**src/rtl/gf2m_inverter.sv**
```systemverilog
// ---------------------------------------------------------------------------
// gf2m_inverter
//   Sequential GF(2^M) multiplicative inverter, z = a^-1 mod f(x).
//   Uses the binary extended Euclidean algorithm and performs one reduction
//   step per clock. It shares its field with the interleaved multiplier:
//   f = x^163 + x^7 + x^6 + x^3 + 1 by default. It is used for affine
//   conversion and for division (a/b = a * b^-1).
//
//   Invariants held while running:
//     g1 * a == u (mod f)
//     g2 * a == v (mod f)
//   When u or v reaches 1, the matching g is the inverse.
//
// Ports
//   clk    in   1  clock, rising edge
//   rst    in   1  asynchronous, active-high reset
//   start  in   1  request; sampled only while idle
//   a      in   M  operand (already reduced); captured on the accepted start
//   z      out  M  inverse; valid from the done cycle until the next accept
//   busy   out  1  high while iterating
//   done   out  1  one-cycle completion pulse
//   err    out  1  set with done for a == 0 (or a tripped guard); z = 0
// ---------------------------------------------------------------------------
module gf2m_inverter #(
  parameter int          M    = 163,
  parameter logic [M-1:0] POLY = 163'hC9
) (
  input  logic         clk,
  input  logic         rst,
  input  logic         start,
  input  logic [M-1:0] a,
  output logic [M-1:0] z,
  output logic         busy,
  output logic         done,
  output logic         err
);

  localparam int         DW       = $clog2(M + 1);
  // A reduced, nonzero operand always finishes well inside this many steps.
  localparam logic [9:0] ITER_MAX = 10'(4 * M);
  localparam logic [M:0] F_FULL   = {1'b1, POLY};
  localparam logic [M:0] ONE_W    = {{M{1'b0}}, 1'b1};

  typedef enum logic [1:0] {
    IDLE = 2'd0,
    RUN  = 2'd1,
    FIN  = 2'd2
  } state_t;

  state_t       state_q, state_d;
  logic [M:0]   u_q, u_d;
  logic [M:0]   v_q, v_d;
  logic [M-1:0] g1_q, g1_d;
  logic [M-1:0] g2_q, g2_d;
  logic [M-1:0] z_q, z_d;
  logic         err_q, err_d;
  logic [9:0]   iter_q, iter_d;

  logic [DW-1:0] deg_u, deg_v;

  // Index of the highest set bit. A later (higher) hit overrides an earlier one.
  function automatic logic [DW-1:0] degree(input logic [M:0] x);
    logic [DW-1:0] d;
    d = '0;
    for (int i = 0; i <= M; i++) begin
      if (x[i]) d = DW'(i);
    end
    return d;
  endfunction

  // Division by x modulo f. For an odd g, f is added first so that the low bit
  // becomes zero. Because g < x^M, the sum has bit M set, and that bit lands
  // in bit M-1 after the shift.
  function automatic logic [M-1:0] div_x(input logic [M-1:0] g);
    logic [M:0] t;
    t = g[0] ? (F_FULL ^ {1'b0, g}) : {1'b0, g};
    return t[M:1];
  endfunction

  always_comb begin
    deg_u = degree(u_q);
    deg_v = degree(v_q);
  end

  // State register (also holds the datapath)
  always_ff @(posedge clk or posedge rst) begin
    if (rst) begin
      state_q <= IDLE;
      u_q     <= '0;
      v_q     <= '0;
      g1_q    <= '0;
      g2_q    <= '0;
      z_q     <= '0;
      err_q   <= 1'b0;
      iter_q  <= '0;
    end else begin
      state_q <= state_d;
      u_q     <= u_d;
      v_q     <= v_d;
      g1_q    <= g1_d;
      g2_q    <= g2_d;
      z_q     <= z_d;
      err_q   <= err_d;
      iter_q  <= iter_d;
    end
  end

  // Next-state and datapath logic
  always_comb begin
    state_d = state_q;
    u_d     = u_q;
    v_d     = v_q;
    g1_d    = g1_q;
    g2_d    = g2_q;
    z_d     = z_q;
    err_d   = err_q;
    iter_d  = iter_q;

    case (state_q)
      IDLE: begin
        if (start) begin
          u_d    = {1'b0, a};
          v_d    = F_FULL;
          g1_d   = {{(M-1){1'b0}}, 1'b1};
          g2_d   = '0;
          err_d  = 1'b0;
          iter_d = '0;
          if (a == '0) begin
            // Zero has no inverse: report it in the following cycle.
            z_d     = '0;
            err_d   = 1'b1;
            state_d = FIN;
          end else begin
            state_d = RUN;
          end
        end
      end

      RUN: begin
        iter_d = iter_q + 10'd1;
        // z is loaded on the way into FIN, so it is already valid during done.
        if (u_q == ONE_W) begin
          z_d     = g1_q;
          state_d = FIN;
        end else if (v_q == ONE_W) begin
          z_d     = g2_q;
          state_d = FIN;
        end else if (iter_q == ITER_MAX) begin
          z_d     = '0;
          err_d   = 1'b1;
          state_d = FIN;
        end else if (!u_q[0]) begin
          u_d  = u_q >> 1;
          g1_d = div_x(g1_q);
        end else if (!v_q[0]) begin
          v_d  = v_q >> 1;
          g2_d = div_x(g2_q);
        end else if (deg_u > deg_v) begin
          u_d  = u_q ^ v_q;
          g1_d = g1_q ^ g2_q;
        end else begin
          v_d  = v_q ^ u_q;
          g2_d = g2_q ^ g1_q;
        end
      end

      FIN: begin
        state_d = IDLE;
      end

      default: begin
        state_d = IDLE;
      end
    endcase
  end

  // Output logic
  always_comb begin
    busy = (state_q == RUN);
    done = (state_q == FIN);
    z    = z_q;
    err  = err_q;
  end

endmodule

```
**config.mk**
```make
export PLATFORM = sky130hd
export DESIGN_NAME = gf2m_inverter
export DESIGN_NICKNAME = d
export VERILOG_FILES = /design/src/rtl/gf2m_inverter.sv
export SDC_FILE = /design/constraint.sdc
export NUM_CORES = 2
export LEC_CHECK = 0
export BUFFER_PORTS_ARGS = -buffer_cell sky130_fd_sc_hd__buf_2
export CORE_ASPECT_RATIO = 0.8
export CORE_MARGIN = 2
export CORE_UTILIZATION = 40
export CTS_BUF_LIST = sky130_fd_sc_hd__clkbuf_4
export DETAILED_ROUTE_END_ITERATION = 12
export PLACE_DENSITY_LB_ADDON = 0.05
export SYNTH_ARGS = -nofsm -noshare
export SYNTH_HDL_FRONTEND = slang
export SYNTH_SLANG_ARGS = --single-unit
export TNS_END_PERCENT = 1
```
**constraint.sdc**
```tcl
create_clock -name clk -period 71.6 [get_ports clk]
set_input_delay 0 -clock clk [delete_from_list [all_inputs] [get_ports clk]]
set_output_delay 0 -clock clk [all_outputs]
set_load 0.05 [all_outputs]
```
==> impl_metrics.py <==
metrics = {
    "outcome": {
        "status": "complete, but fails checks",
        "violations": "max-capacitance violations, max-slew violations",
    },
    "route": {
        "drtIter0Drc": 4807,
        "ant_nets": 0,
        "viasPerCell": 6.063,
        "drc": 0,
        "vias": 49149,
        "dr.pass1.iters": 6,
        "drt_wl_total_um": 184500,
        "wl_per_cell_um": 22.76,
    },
    "floorplanning": {
        "start_util_pct": 40.17,
        "die_h_um": 315.0,
        "die_w_um": 392.7,
        "io_pins": 332,
        "fp-row-count": 114,
        "die_area_mm2": 0.1237,
        "fp.coreArea_mm2": 0.1204,
    },
    "synth": {
        "yosysWarnings": 0,
        "synthFlopType": "dfrtp_1",
        "synth_compound_area_share_pct": 30.28,
        "synth_fa_ha_area_share_pct": 0.2588,
        "ys_seq_elements": 830,
        "synth_top_family_by_area": "compound AO/OA/AOI/OAI gates",
        "ys_types": 73,
        "synth_edf_count": 0,
        "yosys.area_share.simple_pct": 18.58,
        "synth-seq-area-share_pct": 42.95,
        "synth_async_sr_flop_share_pct": 100.0,
        "synth_xor_area_share_pct": 0.1449,
        "syn_inst": 5857,
        "synth_mux_area_share_pct": 0.7038,
        "netlist_area_mm2": 0.04835,
        "synth_area_per_cell_um2": 8.256,
        "synth.net_count": 6033,
    },
    "grt": {
        "antenna_found_initial": 5,
        "grt_max_degree": 232,
        "first_global_vias": 45833,
        "grt_usage_pct": 29.09,
        "grt_overflow": 0,
        "grt_pass1_wl_um": 285500,
    },
    "timing": {
        "worstMarginPinSlew_ns": 1.580,
        "fin_setup_tns_ns": 0,
        "finalHoldViolCount": 0,
        "finClkSkew_ns": 0.07384,
        "maxSlewHeadroom_pct": -5.312,
        "rsz0062_at_grt": "no",
        "fin_crit_sh_pct": 11.71,
        "setup-violations-final": 0,
        "slew_violations": 56,
        "fmax_mhz": 119.3,
        "finalCriticalPeriod_ns": 8.382,
    },
    "cells_and_area": {
        "multi_input_area_mm2": 0.02425,
        "drive_above_1_share_pct": 12.38,
        "fillerInstances": 11924,
        "regArea_mm2": 0.02078,
        "area_growth_pct": 17.78,
        "fin_util_pct": 47.31,
        "fin_nets": 6487,
    },
    "critical_path": {
        "reg2reg_slack_ns": 63.22,
        "r2r_start": "u_q[43]$_DFFE_PP0P_",
        "start_kind": "register",
        "crit_top_cell": "o21ai_0",
        "rr_endpoint": "v_q[138]$_DFFE_PP0P_",
        "end_kind": "register",
        "crit_path_cell_trace": "inv_1 -> a2111oi_0 -> o2111ai_1 -> nor4_1 -> o21ai_0 -> a2111oi_0 -> o21ai_0 -> ha_1 -> and3_1 -> mux2i_1 -> nand3_1 -> nand3_1 -> o31ai_4 -> buf_4 -> buf_4 -> o21ai_0 -> a22o_1",
        "cpPeakStageDelay_ns": 1.26,
        "critPathKind": "reg -> reg",
        "cp_data_arrival_time_ns": 9.48,
        "cp_max_fo": 93,
        "crit_path_start": "u_q[43]$_DFFE_PP0P_",
        "endpoint": "v_q[138]$_DFFE_PP0P_",
        "reg2reg_depth": 17,
        "crit_required_ns": 72.70,
        "slowest_stage": "a2111oi_0",
    },
    "clocking": {
        "cts.repair.resized": 0,
        "clk_pin_slew_ns": 0.07,
        "clock-sinks": 830,
        "insertion_delay_ns": 1.25,
        "cts_tree": "built",
        "post_cts_buffers": 0,
        "cts_buffer_depth": 3,
        "cts-root-buf": "clkbuf_4",
        "h-tree-depth": 4,
        "cts_buffers": 230,
    },
    "power_and_ir_drop": {
        "leakagePower_nw": 24.20,
        "irDropWorstVdd_mv": 0.05531,
        "p_per_area_mw_per_mm2": 40.20,
    },
    "placed_design": {
        "dp_hpwl_um": 109700,
        "gp_congestion": 0.8934,
        "numPortBuffers": 331,
    },
    "run": {
        "max-cap-violations": 1,
    },
    "min_path": {
        "hold_class": "in -> reg",
        "min_from": "a[62]",
    },
}
-- cell type report --
type	count	share of cell area, %
antenna	11	0.04833
clock buffer	345	4.548
clock inverter	47	0.5295
inverter	367	2.432
multi-input combinational	4150	42.58
sequential	830	36.48
tap	1624	3.568
timing repair buffer	732	9.807
-- report_power, final --
| group | switching [W] | internal [W] | total [W] | leakage (nW) |
|---|---|---|---|---|
| registers | 0.000170 | 0.000550 | 0.000720 | 11.3 |
| logic | 0.000784 | 0.000333 | 0.00112 | 11.2 |
| clock network | 0.000224 | 0.000228 | 0.000452 | 1.72 |
-- what timing repair did --
| item | 4_1_cts | 5_1_grt |
|---|---|---|
| endpoints found under the setup margin | 0 | 0 |
| hold endpoints to repair | 604 | 0 |
| hold buffers | 337 | 0 |
-- kinds of logic (layout without fill, tap and decap cells) --
logic type	Yosys count	count (layout)
xor gates and xnor gates	8	8
and+or+nand+nor	1847	1847
DFF	830	830
muxes	34	34
buffers and inverters	877	1491
other	0	11
adders and majority gates	10	10
AOI/OAI and AO/OA	2251	2251
-- registers in the layout (all words and copies together), names as in the netlist --
name and count:
g2_q 163, state_q 2, z 163, u_q 164, err 1, v_q 164, iter_q 10, g1_q 163
-- how the worst min path moves through the flow --
stage	end	slack (ns)	cells after the start
global route	u_q[114]$_DFFE_PP0P_	0.08	5
global placement	u_q[137]$_DFFE_PP0P_	0.19	2
CTS	u_q[112]$_DFFE_PP0P_	0.03	5
finish	u_q[62]$_DFFE_PP0P_	0.15	5
floorplan	u_q[111]$_DFFE_PP0P_	0.19	2
detailed placement	u_q[140]$_DFFE_PP0P_	0.19	2
-- critical path, delay by kind of cell (launching register included) --
kind            cells  cell delay (ns)
compound gates      8             4.22
flops               1             0.51
fa+ha+maj           1             0.40
mux                 1             0.14
simple gates        4             1.00
buf+inv             3             1.75
-- placed cells by master (no fill, tap or decap), types with 11 or more instances in the layout --
master         instances
o21ai_0              964
dfrtp_1              828
nand2_1              558
inv_1                366
nor3_1               359
clkbuf_4             345
dlygate4sd3_1        337
nor2_1               333
buf_2                331
a22o_1               323
nand3_1              184
a211oi_1             172
o22ai_1              164
a22oi_1              163
nor4_1               140
nor3b_1              134
a221o_1              129
o21ai_1              110
a21oi_1               76
buf_4                 58
nand4_1               44
mux2i_1               34
clkinv_1              28
o31ai_1               20
nor4_2                16
a31oi_1               16
nand2b_1              16
o211ai_1              14
o2111ai_1             13
diode_2               11
nor2b_1               11
a2111oi_0             11
-- synthesized netlist by cell type (all sizes together) (5+ instances only) --
cell / count / area (um^2)
a31oi: 16 / 100.1
a221o: 129 / 1291
o22ai: 164 / 1026
o21bai: 6 / 45.04
a311oi: 7 / 61.31
nand2b: 16 / 100.1
inv: 367 / 1378
nor4b: 5 / 43.79
o41ai: 6 / 52.55
nor4: 158 / 1112
nand3: 186 / 935.9
o311ai: 10 / 87.58
nor2b: 11 / 68.82
buf: 84 / 441.7
nand2: 561 / 2106
or4: 8 / 60.06
o2111ai: 13 / 113.9
nor3b: 134 / 1006
o21a: 6 / 45.04
mux2i: 34 / 340.3
nand4: 45 / 287.8
o221ai: 5 / 43.79
nor3: 360 / 1802
dfrtp: 830 / 20770
a2111oi: 11 / 96.34
o21ai: 1075 / 5391
a21oi: 77 / 385.4
a22oi: 163 / 1224
and3: 5 / 31.28
a211oi: 172 / 1291
clkbuf: 426 / 1600
ha: 10 / 125.1
a22o: 323 / 2829
xor2: 5 / 43.79
o211ai: 14 / 105.1
and2: 8 / 50.05
nor2: 335 / 1262
o31ai: 21 / 157.7
-- through the flow --
| step | worst slack [ns] | power, W | hold WS [ns] | std cells | instance area (um^2) |
|---|---|---|---|---|---|
| floorplan | 48.28 | 0.001448 | 0.1860 | 5857 | 48350 |
| global placement | 63.68 | 0.001797 | 0.1897 | 7366 | 50660 |
| detailed placement | 63.64 | 0.001806 | 0.1876 | 7366 | 50660 |
| global route | 63.11 | 0.002453 | 0.07970 | 8103 | 56940 |
| finish | 63.22 | 0.002290 | 0.1490 | 8106 | 56950 |
| CTS | 63.59 | 0.002283 | 0.02728 | 8095 | 56920 |
-- per-layer routing --
layer	routed length, um	GRT usage [%]	share of wire (%)	vias to the layer above
met3	12520	4.663	6.8	288
met2	79950	42.25	43	1847
met4	3995	7.750	2.2	2
li1	-	-	-	22721
met5	13	0	0.0070	-
met1	88000	44.44	48	24291
No activity file was read; power rests on OpenSTA's default activity.
